### src/rtl/mnist_run_ctrl.sv
// Board-level run controller for the MNIST accelerator: debounced start button and image select,
// single-cycle start, result capture/hold, bad-selection and timeout flags.
module mnist_run_ctrl #(
  parameter int DBNC_CYCLES    = 250000,
  parameter int TIMEOUT_CYCLES = 500000,
  parameter int NUM_IMGS       = 3
) (
  input  logic       clk,
  input  logic       rst,
  input  logic       btn_start,
  input  logic [1:0] sw_sel,
  output logic       acc_start,
  output logic [1:0] acc_sel,
  input  logic       acc_done,
  input  logic [3:0] acc_digit,
  output logic [3:0] res_digit,
  output logic       res_valid,
  output logic       busy,
  output logic       err_sel,
  output logic       err_timeout,
  output logic [7:0] run_cnt
);

  localparam int DW = (DBNC_CYCLES > 1) ? $clog2(DBNC_CYCLES) : 1;
  localparam int TW = $clog2(TIMEOUT_CYCLES + 1);
  localparam logic [DW-1:0] DBNC_LAST  = DW'(DBNC_CYCLES - 1);
  localparam logic [TW-1:0] TMO_LAST   = TW'(TIMEOUT_CYCLES - 1);
  localparam logic [2:0]    NUM_IMGS_W = 3'(NUM_IMGS);

  typedef enum logic [1:0] {
    IDLE  = 2'd0,
    START = 2'd1,
    WAIT  = 2'd2,
    DRAIN = 2'd3
  } state_t;

  // Bit 0 is the button, bits 2:1 are the select switches.
  logic [2:0]         meta_r, sync_r, deb_r;
  logic [2:0][DW-1:0] dbnc_cnt_r;
  logic               btn_prev_r;
  logic               press_s, sel_bad_s;

  state_t        state_r, state_nxt;
  logic [TW-1:0] tmo_cnt_r, tmo_cnt_nxt;
  logic [1:0]    sel_nxt;
  logic [3:0]    res_digit_nxt;
  logic          res_valid_nxt, err_sel_nxt, err_tmo_nxt;
  logic [7:0]    run_cnt_nxt;

  // Two-flop synchronisers on all raw inputs
  always_ff @(posedge clk or negedge rst) begin
    if (!rst) begin
      meta_r <= 3'b000;
      sync_r <= 3'b000;
    end else begin
      meta_r <= {sw_sel, btn_start};
      sync_r <= meta_r;
    end
  end

  // Per-input debounce: accept a new level only after it holds for DBNC_CYCLES cycles
  always_ff @(posedge clk or negedge rst) begin
    if (!rst) begin
      deb_r      <= 3'b000;
      dbnc_cnt_r <= '0;
      btn_prev_r <= 1'b0;
    end else begin
      btn_prev_r <= deb_r[0];
      for (int i = 0; i < 3; i++) begin
        if (sync_r[i] == deb_r[i]) begin
          dbnc_cnt_r[i] <= '0;
        end else if (dbnc_cnt_r[i] == DBNC_LAST) begin
          deb_r[i]      <= sync_r[i];
          dbnc_cnt_r[i] <= '0;
        end else begin
          dbnc_cnt_r[i] <= dbnc_cnt_r[i] + DW'(1);
        end
      end
    end
  end

  assign press_s   = deb_r[0] & ~btn_prev_r;
  assign sel_bad_s = ({1'b0, deb_r[2:1]} >= NUM_IMGS_W);

  // Next-state and next-output logic of the run FSM
  always_comb begin
    state_nxt     = state_r;
    tmo_cnt_nxt   = tmo_cnt_r;
    sel_nxt       = acc_sel;
    res_digit_nxt = res_digit;
    res_valid_nxt = res_valid;
    err_sel_nxt   = err_sel;
    err_tmo_nxt   = err_timeout;
    run_cnt_nxt   = run_cnt;
    case (state_r)
      IDLE: begin
        if (press_s) begin
          if (sel_bad_s) begin
            err_sel_nxt = 1'b1;
          end else begin
            sel_nxt       = deb_r[2:1];
            err_sel_nxt   = 1'b0;
            err_tmo_nxt   = 1'b0;
            res_valid_nxt = 1'b0;
            state_nxt     = START;
          end
        end else begin
          state_nxt = IDLE;
        end
      end
      START: begin
        tmo_cnt_nxt = '0;
        state_nxt   = WAIT;
      end
      WAIT: begin
        // Done has priority over a timeout expiring in the same cycle.
        if (acc_done) begin
          res_digit_nxt = acc_digit;
          res_valid_nxt = 1'b1;
          run_cnt_nxt   = run_cnt + 8'd1;
          state_nxt     = DRAIN;
        end else if (tmo_cnt_r == TMO_LAST) begin
          err_tmo_nxt = 1'b1;
          state_nxt   = DRAIN;
        end else begin
          tmo_cnt_nxt = tmo_cnt_r + TW'(1);
        end
      end
      DRAIN: begin
        if (!acc_done) begin
          state_nxt = IDLE;
        end else begin
          state_nxt = DRAIN;
        end
      end
      default: begin
        state_nxt = IDLE;
      end
    endcase
  end

  // FSM state and registered outputs
  always_ff @(posedge clk or negedge rst) begin
    if (!rst) begin
      state_r     <= IDLE;
      tmo_cnt_r   <= '0;
      acc_start   <= 1'b0;
      acc_sel     <= 2'b00;
      res_digit   <= 4'd0;
      res_valid   <= 1'b0;
      busy        <= 1'b0;
      err_sel     <= 1'b0;
      err_timeout <= 1'b0;
      run_cnt     <= 8'd0;
    end else begin
      state_r     <= state_nxt;
      tmo_cnt_r   <= tmo_cnt_nxt;
      acc_start   <= (state_nxt == START);
      acc_sel     <= sel_nxt;
      res_digit   <= res_digit_nxt;
      res_valid   <= res_valid_nxt;
      busy        <= (state_nxt != IDLE);
      err_sel     <= err_sel_nxt;
      err_timeout <= err_tmo_nxt;
      run_cnt     <= run_cnt_nxt;
    end
  end

endmodule

### config.mk
export PLATFORM = sky130hd
export DESIGN_NAME = mnist_run_ctrl
export DESIGN_NICKNAME = d
export VERILOG_FILES = /design/src/rtl/mnist_run_ctrl.sv
export SDC_FILE = /design/constraint.sdc
export NUM_CORES = 1
export LEC_CHECK = 0
export CORE_ASPECT_RATIO = 1.2
export CORE_MARGIN = 3
export CORE_UTILIZATION = 40
export DETAILED_ROUTE_END_ITERATION = 7
export PLACE_DENSITY = 0.61
export SETUP_SLACK_MARGIN = 0.3
export SLEW_MARGIN = 10
export SYNTH_ARGS = -nofsm -noshare
export SYNTH_HDL_FRONTEND = slang
export SYNTH_SLANG_ARGS = --single-unit
### constraint.sdc
create_clock -name clk -period 2.1 [get_ports clk]
set_input_delay 0.525 -clock clk [delete_from_list [all_inputs] [get_ports clk]]
set_output_delay 0.525 -clock clk [all_outputs]
set_load 0.005 [all_outputs]
# Word-level counts from Yosys, hierarchy flattened
# Cells that the tools add are included.
[word_totals]
ff_bits = 104
inputBits = 10
output_inout_bits = 19
word_cells = 84
[op_classes]
add_sub_neg = 5
order_cmp = 1
eq_ne = 17
mux = 23
bitwise = 6
n_reduce_logical = 13
[op_table]
columns = ["cell", "count"]
rows = [
  ["$mux 18", 6],
  ["$add 18x1->18 const B", 3],
  ["$eq 18x18->1 const B", 3],
  ["$mux 19", 2],
  ["$pmux 19 s2", 1],
  ["$add 19x1->19 const B", 1],
  ["$eq 19x19->1 const B", 1],
  ["$ne 2x2->1 const B", 6],
  ["$mux 2", 5],
  ["$reduce_and 2->1", 5],
  ["$add 8x1->8 const B", 1],
  ["$pmux 2 s4", 1],
  ["$mux 1", 6],
  ["$reduce_and 3->1", 2],
  ["$reduce_bool 2->1", 3],
  ["$not 1->1", 5],
  ["$reduce_and 5->1", 1],
  ["$eq 2x1->1 const B", 2],
  ["$eq 2x2->1 const B", 2],
  ["$pmux 1 s2", 2],
  ["$reduce_and 4->1", 1],
  ["$eq 1x1->1", 3],
  ["$ge 2x2->1 const B", 1],
  ["$logic_not 2->1", 1],
  ["$and 1x1->1", 1],
]

# Depth between registers and ports, before layout
# Gate-level depths: netlist (run 1).
[depth]
word_depth = 5
depth_mapped = 8
mapped_depth_nobuf = 6

# Worst setup path before layout (run 1)
# No wires, ideal clock.
[synth_timing]
path_kind = "register to register"
from = "register tmo_cnt_r[9]"
to = "register tmo_cnt_r[3]"
setup_time_ns = 0.095
arrival_time_ns = 1.886
required_time_ns = 2.005
setup_slack_ns = 0.118
path_stages_with_launch = 6
n_path_buf = 0
synth_period_minus_slack_ns = 1.982
cell_sequence = "dfrtp_1 or4b_1 or4_4 o21ai_4 o211ai_1 o31ai_1"
[synth_via]
elab_chain_len = 3
[synth_rtl]
columns = ["item", "line", "source"]
rows = [
  ["from (decl)", "44", "logic [TW-1:0] tmo_cnt_r, tmo_cnt_nxt;"],
  ["from (signal assigned)", "157", "tmo_cnt_r <= tmo_cnt_nxt;"],
  ["$eq 19x19->1", "122", "end else if (tmo_cnt_r == TMO_LAST) begin"],
  ["$ne 2x2->1 (no line)", "n/a", ""],
  ["$reduce_and 3->1 (no line)", "n/a", ""],
]
# No other way between the ends.
# A chain may end at the register's enable or synchronous reset.

# Worst setup path in the final report (run 1)
[layout_timing]
from = "register tmo_cnt_r[14]"
to = "register tmo_cnt_r[6]"
# Same word-level chain as after synthesis.

==> flow_summary_export.csv, run 1 <==
group,metric,value,unit
run_status,status,"finished, final reports clean",
die,placementRows,42,
run,cap_violations,0,
critical_path,cp-end-kind,"flop",
die,die_y,125.0,um
die,start_util,41.79,%
critical_path,startpoint_type,"flop",
timing,rsz0062_at_grt,"yes",
timing,period_minus_slack,2.026,ns
timing,fin_crit_sh,96.48,%
global_routing,antenna_found_initial,0,
power,power_frac_clock,36.0,%
timing,max_freq,0.4936,GHz
critical_path,crit_path_max_fanout,4,
power,pwr-share-seq,48.1,%
power,p_int,3.559,mW
clock_network,clock_latency,0.35,ns
placement,dp.cells,648,
critical_path,r2r_end,"tmo_cnt_r[6]",
critical_path,critical_path_arrival,2.26,ns
drt,route.detailed.drc,0,
drt,ant_nets,0,
drt,avgViaCountPerCell,4.987,
critical_path,rr_worst_depth,6,
logic_synthesis,ys_types,42,
worst_hold_path,min_path_type,"primary input to async pin",
timing,worstMarginPinSlew,0.4672,ns
timing,finalSetupViolCount,0,
layout,utilization,51.05,%
power,p_leak,2.485,nW
placement,portBuffers,28,
drt,drt-initial-drc-count,116,
global_routing,grt_usage,14.72,%
clock_network,clkSinkCount,104,
critical_path,critical_path_required,2.34,ns
die,core_area,0.01130,mm^2
global_routing,grt_pass1_wl,16040,um
critical_path,ff2ff_setup_slack,0.07,ns
logic_synthesis,syn_inst,460,
die,ios,29,
clock_network,cts_htree_levels,3,
power,cellPowerDensity,834.3,mW/mm^2
power,peakVddDrop,420.5,uV
logic_synthesis,ys_seq_area_share,55.11,%
power,combinationalPowerShare,15.8,%
timing,drv_slew,0,
logic_synthesis,syn_area_per_cell,10.27,um^2
clock_network,root_buffer,"clkbuf_16",
power,total_power,4.812,mW
power,netSwitchingFraction,26.05,%
layout,mostFrequentLayoutCell,"dfrtp_1",
drt,totalWireLength,8908,um
layout,drive_gt1_share,13.38,%
layout,final_nets,533,
global_routing,gr-total-overflow,0,
die,die_area,0.01315,mm^2
die,fp.dieW,105.2,um
critical_path,critPathKind,"flop to flop",
layout,seq_area,0.002603,mm^2
global_routing,grt_pass1_vias,3416,
timing,hold_viol_final,0,
critical_path,rr_startpoint,"tmo_cnt_r[14]",
logic_synthesis,synth_area,0.004722,mm^2
layout,mostFrequentLayoutCells,"dfrtp_1 (104), nor2_1 (87), xnor2_1 (44)",
drt,num_vias,3376,
layout,stdcell_count,677,
layout,antenna_cells,0,
timing,finClkSkew,0.009996,ns
global_routing,grt_max_degree,47,
layout,multi_input_area,0.002077,mm^2
clock_network,cts_buffers,9,
clock_network,clk_pin_slew,0.07,ns
logic_synthesis,syn_nets,475,
layout,n_fill_cell,1040,
drt,wl_per_cell,13.16,um
placement,gp_congestion,0.7560,
clock_network,ctsHoldBuffers,0,
drt,dr.pass1.iters,4,
placement,hpwlAfterDp,6032,um
power,p_switching,1.254,mW
clock_network,cts_tree,"built",
timing,relSlewSlack,68.57,%
logic_synthesis,yosysWarnings,0,
clock_network,cts_buffer_depth,2,
layout,syn_to_final_growth,22.15,%
logic_synthesis,synth-seq-cells,104,
==> synth_stat cells, drive strengths merged <==
| cell type | instances | area, um^2 |
|---|---|---|
| nand3b | 2 | 15.01 |
| or2 | 1 | 6.260 |
| a21oi | 10 | 50.05 |
| and2 | 2 | 12.51 |
| xnor2 | 44 | 385.4 |
| or4 | 1 | 11.26 |
| xor2 | 22 | 192.7 |
| o21ai | 10 | 61.31 |
| buf | 2 | 8.750 |
| nor4bb | 1 | 10.01 |
| clkbuf | 7 | 26.28 |
| nand3 | 26 | 130.1 |
| or3 | 6 | 37.54 |
| inv | 19 | 71.32 |
| o311ai | 1 | 8.760 |
| or4bb | 1 | 11.26 |
| nand2 | 25 | 93.84 |
| nand2b | 3 | 18.77 |
| a22o | 1 | 8.760 |
| nor3 | 13 | 70.07 |
| ha | 5 | 62.56 |
| o211ai | 2 | 15.01 |
| nor4b | 1 | 8.760 |
| and4 | 5 | 45.04 |
| nand4 | 20 | 125.1 |
| a21o | 1 | 7.510 |
| o41ai | 1 | 8.760 |
| o31ai | 1 | 7.510 |
| dfrtp | 104 | 2603 |
| nor3b | 1 | 18.77 |
| or4b | 2 | 20.02 |
| nor4 | 11 | 68.82 |
| nor2 | 89 | 336.6 |
| nor2b | 2 | 12.51 |
| and3 | 10 | 62.56 |
| mux2 | 8 | 90.09 |
==> what timing repair did <==
item | in CTS | in global routing
gates resized for setup | 5 | 16
endpoints found under the setup margin | 54 | 77
pin swaps | 7 | 9
setup buffers | 8 | 5
==> layer usage <==
metal | track usage [%] | wire (um) | vias up
li1 | - | - | 1681
met1 | 19.32 | 4217 | 1652
met2 | 23.35 | 4317 | 30
met4 | 5.946 | 155 | 0
met3 | 3.660 | 217 | 13
met5 | 0 | 0 | -
==> power groups by stage <==
stage	Combinational, mW	Sequential [mW]	Clock [mW]
floorplan	0.334	2.35	0
global placement	0.694	2.37	0
detailed placement	0.712	2.37	0
CTS	0.755	2.32	1.78
global route	0.850	2.34	1.86
finish	0.763	2.32	1.73
==> state kept, by name (all words and copies together), names as in the netlist <==
| name | flops |
|---|---|
| acc_sel | 2 |
| acc_start | 1 |
| btn_prev_r | 1 |
| busy | 1 |
| dbnc_cnt_r | 54 |
| deb_r | 3 |
| err_sel | 1 |
| err_timeout | 1 |
| meta_r | 3 |
| res_digit | 4 |
| res_valid | 1 |
| run_cnt | 8 |
| state_r | 2 |
| sync_r | 3 |
| tmo_cnt_r | 19 |
==> critical path, cell delays in order, from the launching register on <==
cell,delay [ns]
dfrtp_1,0.40
or4bb_1,0.48
or4_4,0.60
buf_4,0.16
nand4_1,0.08
xor2_1,0.14
nor2_1,0.05
==> final cells by class <==
type                            instances  area share, %
Inverter                               19          1.236
Timing Repair Buffer                   56          8.980
Multi-Input combinational cell        328          36.01
Sequential cell                       104          45.12
Tap cell                              154          3.341
Clock buffer                           11          4.208
Clock inverter                          5          1.106
==> kinds of logic after synthesis <==
logic type / share of synthesized area (%)
flops: 55.11
mux: 1.908
compound gates: 3.551
simple gates: 23.61
buf+inv: 2.252
xor+xnor: 12.24
fa+ha+maj: 1.325
==> how the worst max path moves through the flow <==
stage,slack (ns),cells past startpoint,start,to
finish,0.07,6,tmo_cnt_r[14],tmo_cnt_r[6]
CTS,0.03,5,tmo_cnt_r[14],tmo_cnt_r[5]
detailed placement,-0.09,5,acc_done,tmo_cnt_r[14]
floorplan,0.14,5,tmo_cnt_r[5],tmo_cnt_r[5]
global route,-0.02,5,tmo_cnt_r[9],tmo_cnt_r[0]
global placement,-0.02,5,acc_done,tmo_cnt_r[12]
==> per-stage QoR <==
stage / cell area (um^2) / TNS [ns] / worst slack, ns / hold slack [ns]
after floorplan: 4732 / 0 / 0.1442 / 0.2294
after global placement: 5288 / -0.03347 / -0.01535 / 0.3353
after detailed placement: 5288 / -0.3379 / -0.09431 / 0.3457
after CTS: 5667 / 0 / 0.03451 / 0.04574
after global routing: 5768 / -0.04501 / -0.02396 / 0.05174
final: 5768 / 0 / 0.07390 / 0.04893
(Power assumes the default switching activity.)
==> inputs of run 2 (changes only) <==
- CORE_UTILIZATION: 40 -> 53
- PLACE_DENSITY: 0.61 -> 0.76
==> run 2 against run 1 <==
Effect of this change:
- clock power fell by 32%
- routed wire length is 0.61% higher
- cell count fell by 4.6%
- utilization grew 15 points
- sequential power is essentially flat
==> flow_summary_export.csv, run 2 (same netlist as run 1, synthesis figures left out) <==
group,metric,value,unit
drt,num_vias,3408,
timing,worstMarginPinSlew,0.4130,ns
global_routing,gr-total-overflow,0,
placement,hpwlAfterDp,6079,um
run,cap_violations,0,
die,start_util,54.84,%
layout,largest_register_ffs,54,
drt,route.detailed.drc,0,
layout,mostFrequentLayoutCell,"dfrtp_1",
global_routing,grt_pass1_wl,15120,um
run_status,status,"finished, final reports clean",
drt,wl_per_cell,13.87,um
drt,ant_nets,0,
global_routing,grt_max_degree,61,
power,cellPowerDensity,756.0,mW/mm^2
critical_path,cp.depth,5,
timing,fin_crit_sh,98.14,%
critical_path,critPathBufInv,1,
clock_network,cts_buffers,9,
critical_path,crit_chain,"or4b_1, or4_4, o21ai_4, buf_4, o21ai_1",
layout,final_nets,540,
drt,drt-initial-drc-count,108,
layout,syn_to_final_growth,20.35,%
drt,totalWireLength,8962,um
critical_path,slowest_stage,"or4_4",
clock_network,clk_pin_slew,0.10,ns
global_routing,grt_pass1_vias,3427,
timing,rsz0062_at_grt,"yes",
layout,drive_gt1_share,14.56,%
timing,relSlewSlack,72.21,%
layout,largest_register,"dbnc_cnt_r",
clock_network,clock_latency,0.37,ns
critical_path,ff2ff_setup_slack,0.04,ns
timing,period_minus_slack,2.061,ns
critical_path,r2r_end,"tmo_cnt_r[1]",
worst_hold_path,min_path_type,"flop to flop",
die,core_area,0.008611,mm^2
critical_path,crit_path_max_fanout,8,
clock_network,clkSinkCount,104,
die,die_area,0.01008,mm^2
power,p_leak,2.596,nW
critical_path,cp_top_family,"simple AND/OR/NAND/NOR gates",
critical_path,crit_start,"tmo_cnt_r[5]",
global_routing,antenna_found_initial,0,
clock_network,cts_tree,"built",
critical_path,startpoint_type,"flop",
drt,dr.pass1.iters,6,
layout,mostFrequentLayoutCells,"dfrtp_1 (104), nor2_1 (86), xnor2_1 (44)",
clock_network,cts_htree_levels,3,
power,peakVddDrop,634.6,uV
critical_path,rr_worst_depth,5,
placement,portBuffers,28,
power,total_power,4.296,mW
critical_path,critical_path_arrival,2.32,ns
timing,finClkSkew,0.01226,ns
timing,max_freq,0.4852,GHz
die,die_y,109.4,um
timing,hold_viol_final,0,
clock_network,cts_buffer_depth,2,
critical_path,endpoint,"tmo_cnt_r[1]",
critical_path,critPathKind,"flop to flop",
die,ios,29,
clock_network,root_buffer,"clkbuf_8",
die,fp.dieW,92.17,um
timing,finalSetupViolCount,0,
critical_path,critical_path_required,2.36,ns
timing,drv_slew,0,
die,placementRows,37,
global_routing,grt_usage,18.67,%
critical_path,cp-end-kind,"flop",
layout,top_regs,"dbnc_cnt_r (54), tmo_cnt_r (19), run_cnt (8)",
drt,avgViaCountPerCell,5.276,
critical_path,rr_startpoint,"tmo_cnt_r[5]",
placement,gp_congestion,0.8298,
layout,antenna_cells,0,
critical_path,slowest_delay,0.59,ns
layout,utilization,66.00,%
## run 2: worst min path at each step
stage | startpoint | to | slack [ns] | cells after the start
detailed placement | meta_r[0] | sync_r[0] | 0.34 | 0
floorplan | rst | acc_sel[0] | 0.23 | 0
global route | meta_r[0] | sync_r[0] | 0.37 | 0
global placement | meta_r[2] | sync_r[2] | 0.33 | 0
CTS | meta_r[0] | sync_r[0] | 0.37 | 0
finish | meta_r[0] | sync_r[0] | 0.36 | 0
## run 2: report_power, final
| group | total (mW) | internal (mW) | switching, mW |
|---|---|---|---|
| clock network | 1.17 | 0.470 | 0.696 |
| registers | 2.30 | 2.17 | 0.135 |
| logic | 0.828 | 0.461 | 0.368 |
## run 2: routing by layer
layer  GRT usage (%)  part of all wire (%)  vias up
met4           6.582                   1.7        0
met5               0                     0        -
li1                -                     -     1691
met3           3.833                   2.5       10
met2           32.88                    52       32
met1           22.94                    44     1675
## run 2: layout make-up
cell class              count  area [um^2]
clock buffers              10        137.6
well taps                 117        146.4
flip-flops and latches    104         2603
inverters                  19        71.32
multi-input cells         328         2074
repair buffers             63        609.3
fillers                   679         2928
clock inverters             5        41.29
## run 2: repair_timing
item                                    CTS  global route
pin swaps                                 2             8
endpoints found under the setup margin   60            89
hold endpoints to repair                  4             0
hold buffers                              1             0
gates resized for setup                   6            25
buffers inserted                         13             5
## run 2: through the flow
step / setup TNS, ns / area (um^2) / hold slack, ns / cells / setup WS, ns
5_1_grt: -0.1200 / 5683 / 0.3712 / 646 / -0.04524
2_1_floorplan: 0 / 4732 / 0.2294 / 460 / 0.1442
3_5_place_dp: -0.4489 / 5261 / 0.3434 / 612 / -0.1078
6_report: 0 / 5683 / 0.3630 / 646 / 0.03911
4_1_cts: 0 / 5563 / 0.3657 / 641 / 0.06166
3_3_place_gp: -0.1367 / 5261 / 0.3344 / 612 / -0.04478
==> edit (config.mk and constraints of run 2) <==
Put one more register stage on the output `res_digit`, cleared by the reset. The value now appears one clock later. The other outputs are not delayed to match.
--- a/src/rtl/mnist_run_ctrl.sv
+++ b/src/rtl/mnist_run_ctrl.sv
@@ -34,4 +34,6 @@
     DRAIN = 2'd3
   } state_t;
+
+  logic [3:0] res_digit_s0;
 
   // Bit 0 is the button, bits 2:1 are the select switches.
@@ -88,5 +90,5 @@
     tmo_cnt_nxt   = tmo_cnt_r;
     sel_nxt       = acc_sel;
-    res_digit_nxt = res_digit;
+    res_digit_nxt = res_digit_s0;
     res_valid_nxt = res_valid;
     err_sel_nxt   = err_sel;
@@ -147,5 +149,5 @@
       acc_start   <= 1'b0;
       acc_sel     <= 2'b00;
-      res_digit   <= 4'd0;
+      res_digit_s0 <= 4'd0;
       res_valid   <= 1'b0;
       busy        <= 1'b0;
@@ -158,5 +160,5 @@
       acc_start   <= (state_nxt == START);
       acc_sel     <= sel_nxt;
-      res_digit   <= res_digit_nxt;
+      res_digit_s0 <= res_digit_nxt;
       res_valid   <= res_valid_nxt;
       busy        <= (state_nxt != IDLE);
@@ -167,4 +169,12 @@
   end
 
+  always_ff @(posedge clk or negedge rst) begin
+    if (!rst) begin
+      res_digit <= '0;
+    end else begin
+      res_digit <= res_digit_s0;
+    end
+  end
+
 endmodule
 
Check against the original RTL: no difference found for any inputs over 10 cycles, from zero or initial values and one cycle with rst low; that may be too few to reach the edited logic, so the function may still have changed.
==> edit against run 2 <==
Clock power increased by 15%; setup slack improved by 0.27 ns; global-route usage increased by 0.79 points; synthesized area increased by 2.4%; sequential cell count increased by 4; core utilization increased by 1.8 points; total power increased by 10%; synthesized cell count increased by 2.4%; routed wire length increased by 15%; final area increased by 4.4%; critical endpoint is now dbnc_cnt_r[40]$_DFF_PN0_; clock skew increased by 0.0016 ns; largest power group unchanged; critical path depth unchanged.
==> edit: results (changes against run 2) <==
- The number of distinct library cells after synthesis came to 37 (-12%).
- The overall fraction of global-route tracks in use is 19.5% (+0.79 points).
- The worst register-to-register path ends at dbnc_cnt_r[40]$_DFF_PN0_.
- The sequential fraction of design power is 51.5% (-2.1 points).
- The detailed-placement wirelength estimate came to 6.30 mm (+3.6%).
- The final routed wirelength across all metal layers was 10.3 mm (+15%).
- The share of synthesized area occupied by flip-flops and latches is 55.9% (+0.80 points).
- The critical path data arrival time is 2.05 ns (-0.27 ns).
- The number of standard cells after synthesis came to 471 (+2.4%).
- The tightest slew margin relative to the limit is 67.3% (-4.9 points).
- The worst setup margin is 0.309 ns (+0.270 ns).
- The worst setup slack after placement was -0.129 ns (-0.0215 ns).
- The number of fillers in the final layout is 630 (-7.2%).
- The number of placed instances with taps included is 620 (+1.3%).
- The worst vdd rail ir drop is 375 uV (-41%).
- The switching share of power is 27.2% (-0.70 points).
- The maximum fanout count along the critical path is 9 (+1).
- The first-pass GRT wire length came to 16.3 mm (+7.8%).
- The path class of the tightest hold or removal check is input port to async pin.
- The routed wirelength normalized by instance count is 15.6 microns (+12%).
- The initial DRC count came to 260 (+140%).
- The via count of the first global-routing pass is 3493 (+1.9%).
- The flow ran to the end, and the final reports show no timing, DRC or antenna violations.
- The final estimated routing congestion in global placement is 0.860 (+3.6%).
- The post-detailed-route via-to-cell ratio was 5.55 (+5.2%).
- The maximum number of pins on one net before global-route repair came to 45 (-26%).
- The share of cells above drive strength 1 is 18.3% (+3.8 points).
- The startpoint identified for the worst register-to-register timing path is dbnc_cnt_r[42]$_DFF_PN0_.
- Sorting the synthesized cells by area gives the leading types as sky130_fd_sc_hd__dfrtp_1, sky130_fd_sc_hd__nor2_1, sky130_fd_sc_hd__xnor2_1, sky130_fd_sc_hd__xor2_1, sky130_fd_sc_hd__nand3_1.
- The clock skew is 0.0138 ns (+0.00156 ns).
-- edit: cell count changes after synthesis, moves of 6 or more --
cell	change
sky130_fd_sc_hd__xor2_1	+10
sky130_fd_sc_hd__or2_2	+6
sky130_fd_sc_hd__nand2_1	+7
sky130_fd_sc_hd__xnor2_1	-10
-- edit: cell families (layout without fill, tap and decap cells) --
family	count (synthesis)	after routing	share of synthesized area, %
AND/OR/NAND/NOR	233	236	23.6
flip-flops	108	108	55.9
XOR/XNOR	66	66	12.0
AO/OA/AOI/OAI	26	26	3.13
buffers and inverters	25	97	2.25
multiplexers	8	8	1.86
adder cells (fa/ha/maj)	5	5	1.29
-- edit: stage by stage --
step                setup TNS, ns  cell area [sq um]  hold WS (ns)  total power [mW]  utilization [%]
finish                          0               5930         0.103              4.73             67.8
global route                    0               5930         0.110              4.97             67.8
CTS                             0               5650         0.103              4.70             64.6
detailed placement         -0.783               5340         0.336              3.27             61.1
global placement           -0.291               5340         0.334              3.24             61.1
floorplan                       0               4830         0.229              2.82                -
-- edit: per-layer routing --
layer / track usage (%) / wire [microns] / share of wire, %
met1: 26.4 / 4390 / 43
met2: 31.5 / 5440 / 53
met3: 3.34 / 321 / 3.1
met4: 6.74 / 174 / 1.7
met5: 0 / 0 / 0
-- edit: repair_timing --
item                                   4_1_cts  5_1_grt
setup buffers                               10       14
setup endpoints to repair                   53       80
pin swaps                                    3       17
gates resized for setup                      8       36
gates cloned                                 0        3
endpoints found under the hold margin        0        0
-- edit: cell type report --
type / count / share of cell area, %
Sequential cell: 108 / 45.7
Multi-Input combinational cell: 341 / 37.1
Timing Repair Buffer: 67 / 10.2
Clock buffer: 11 / 2.55
Tap cell: 117 / 2.47
Clock inverter: 5 / 1.12
Inverter: 14 / 0.886
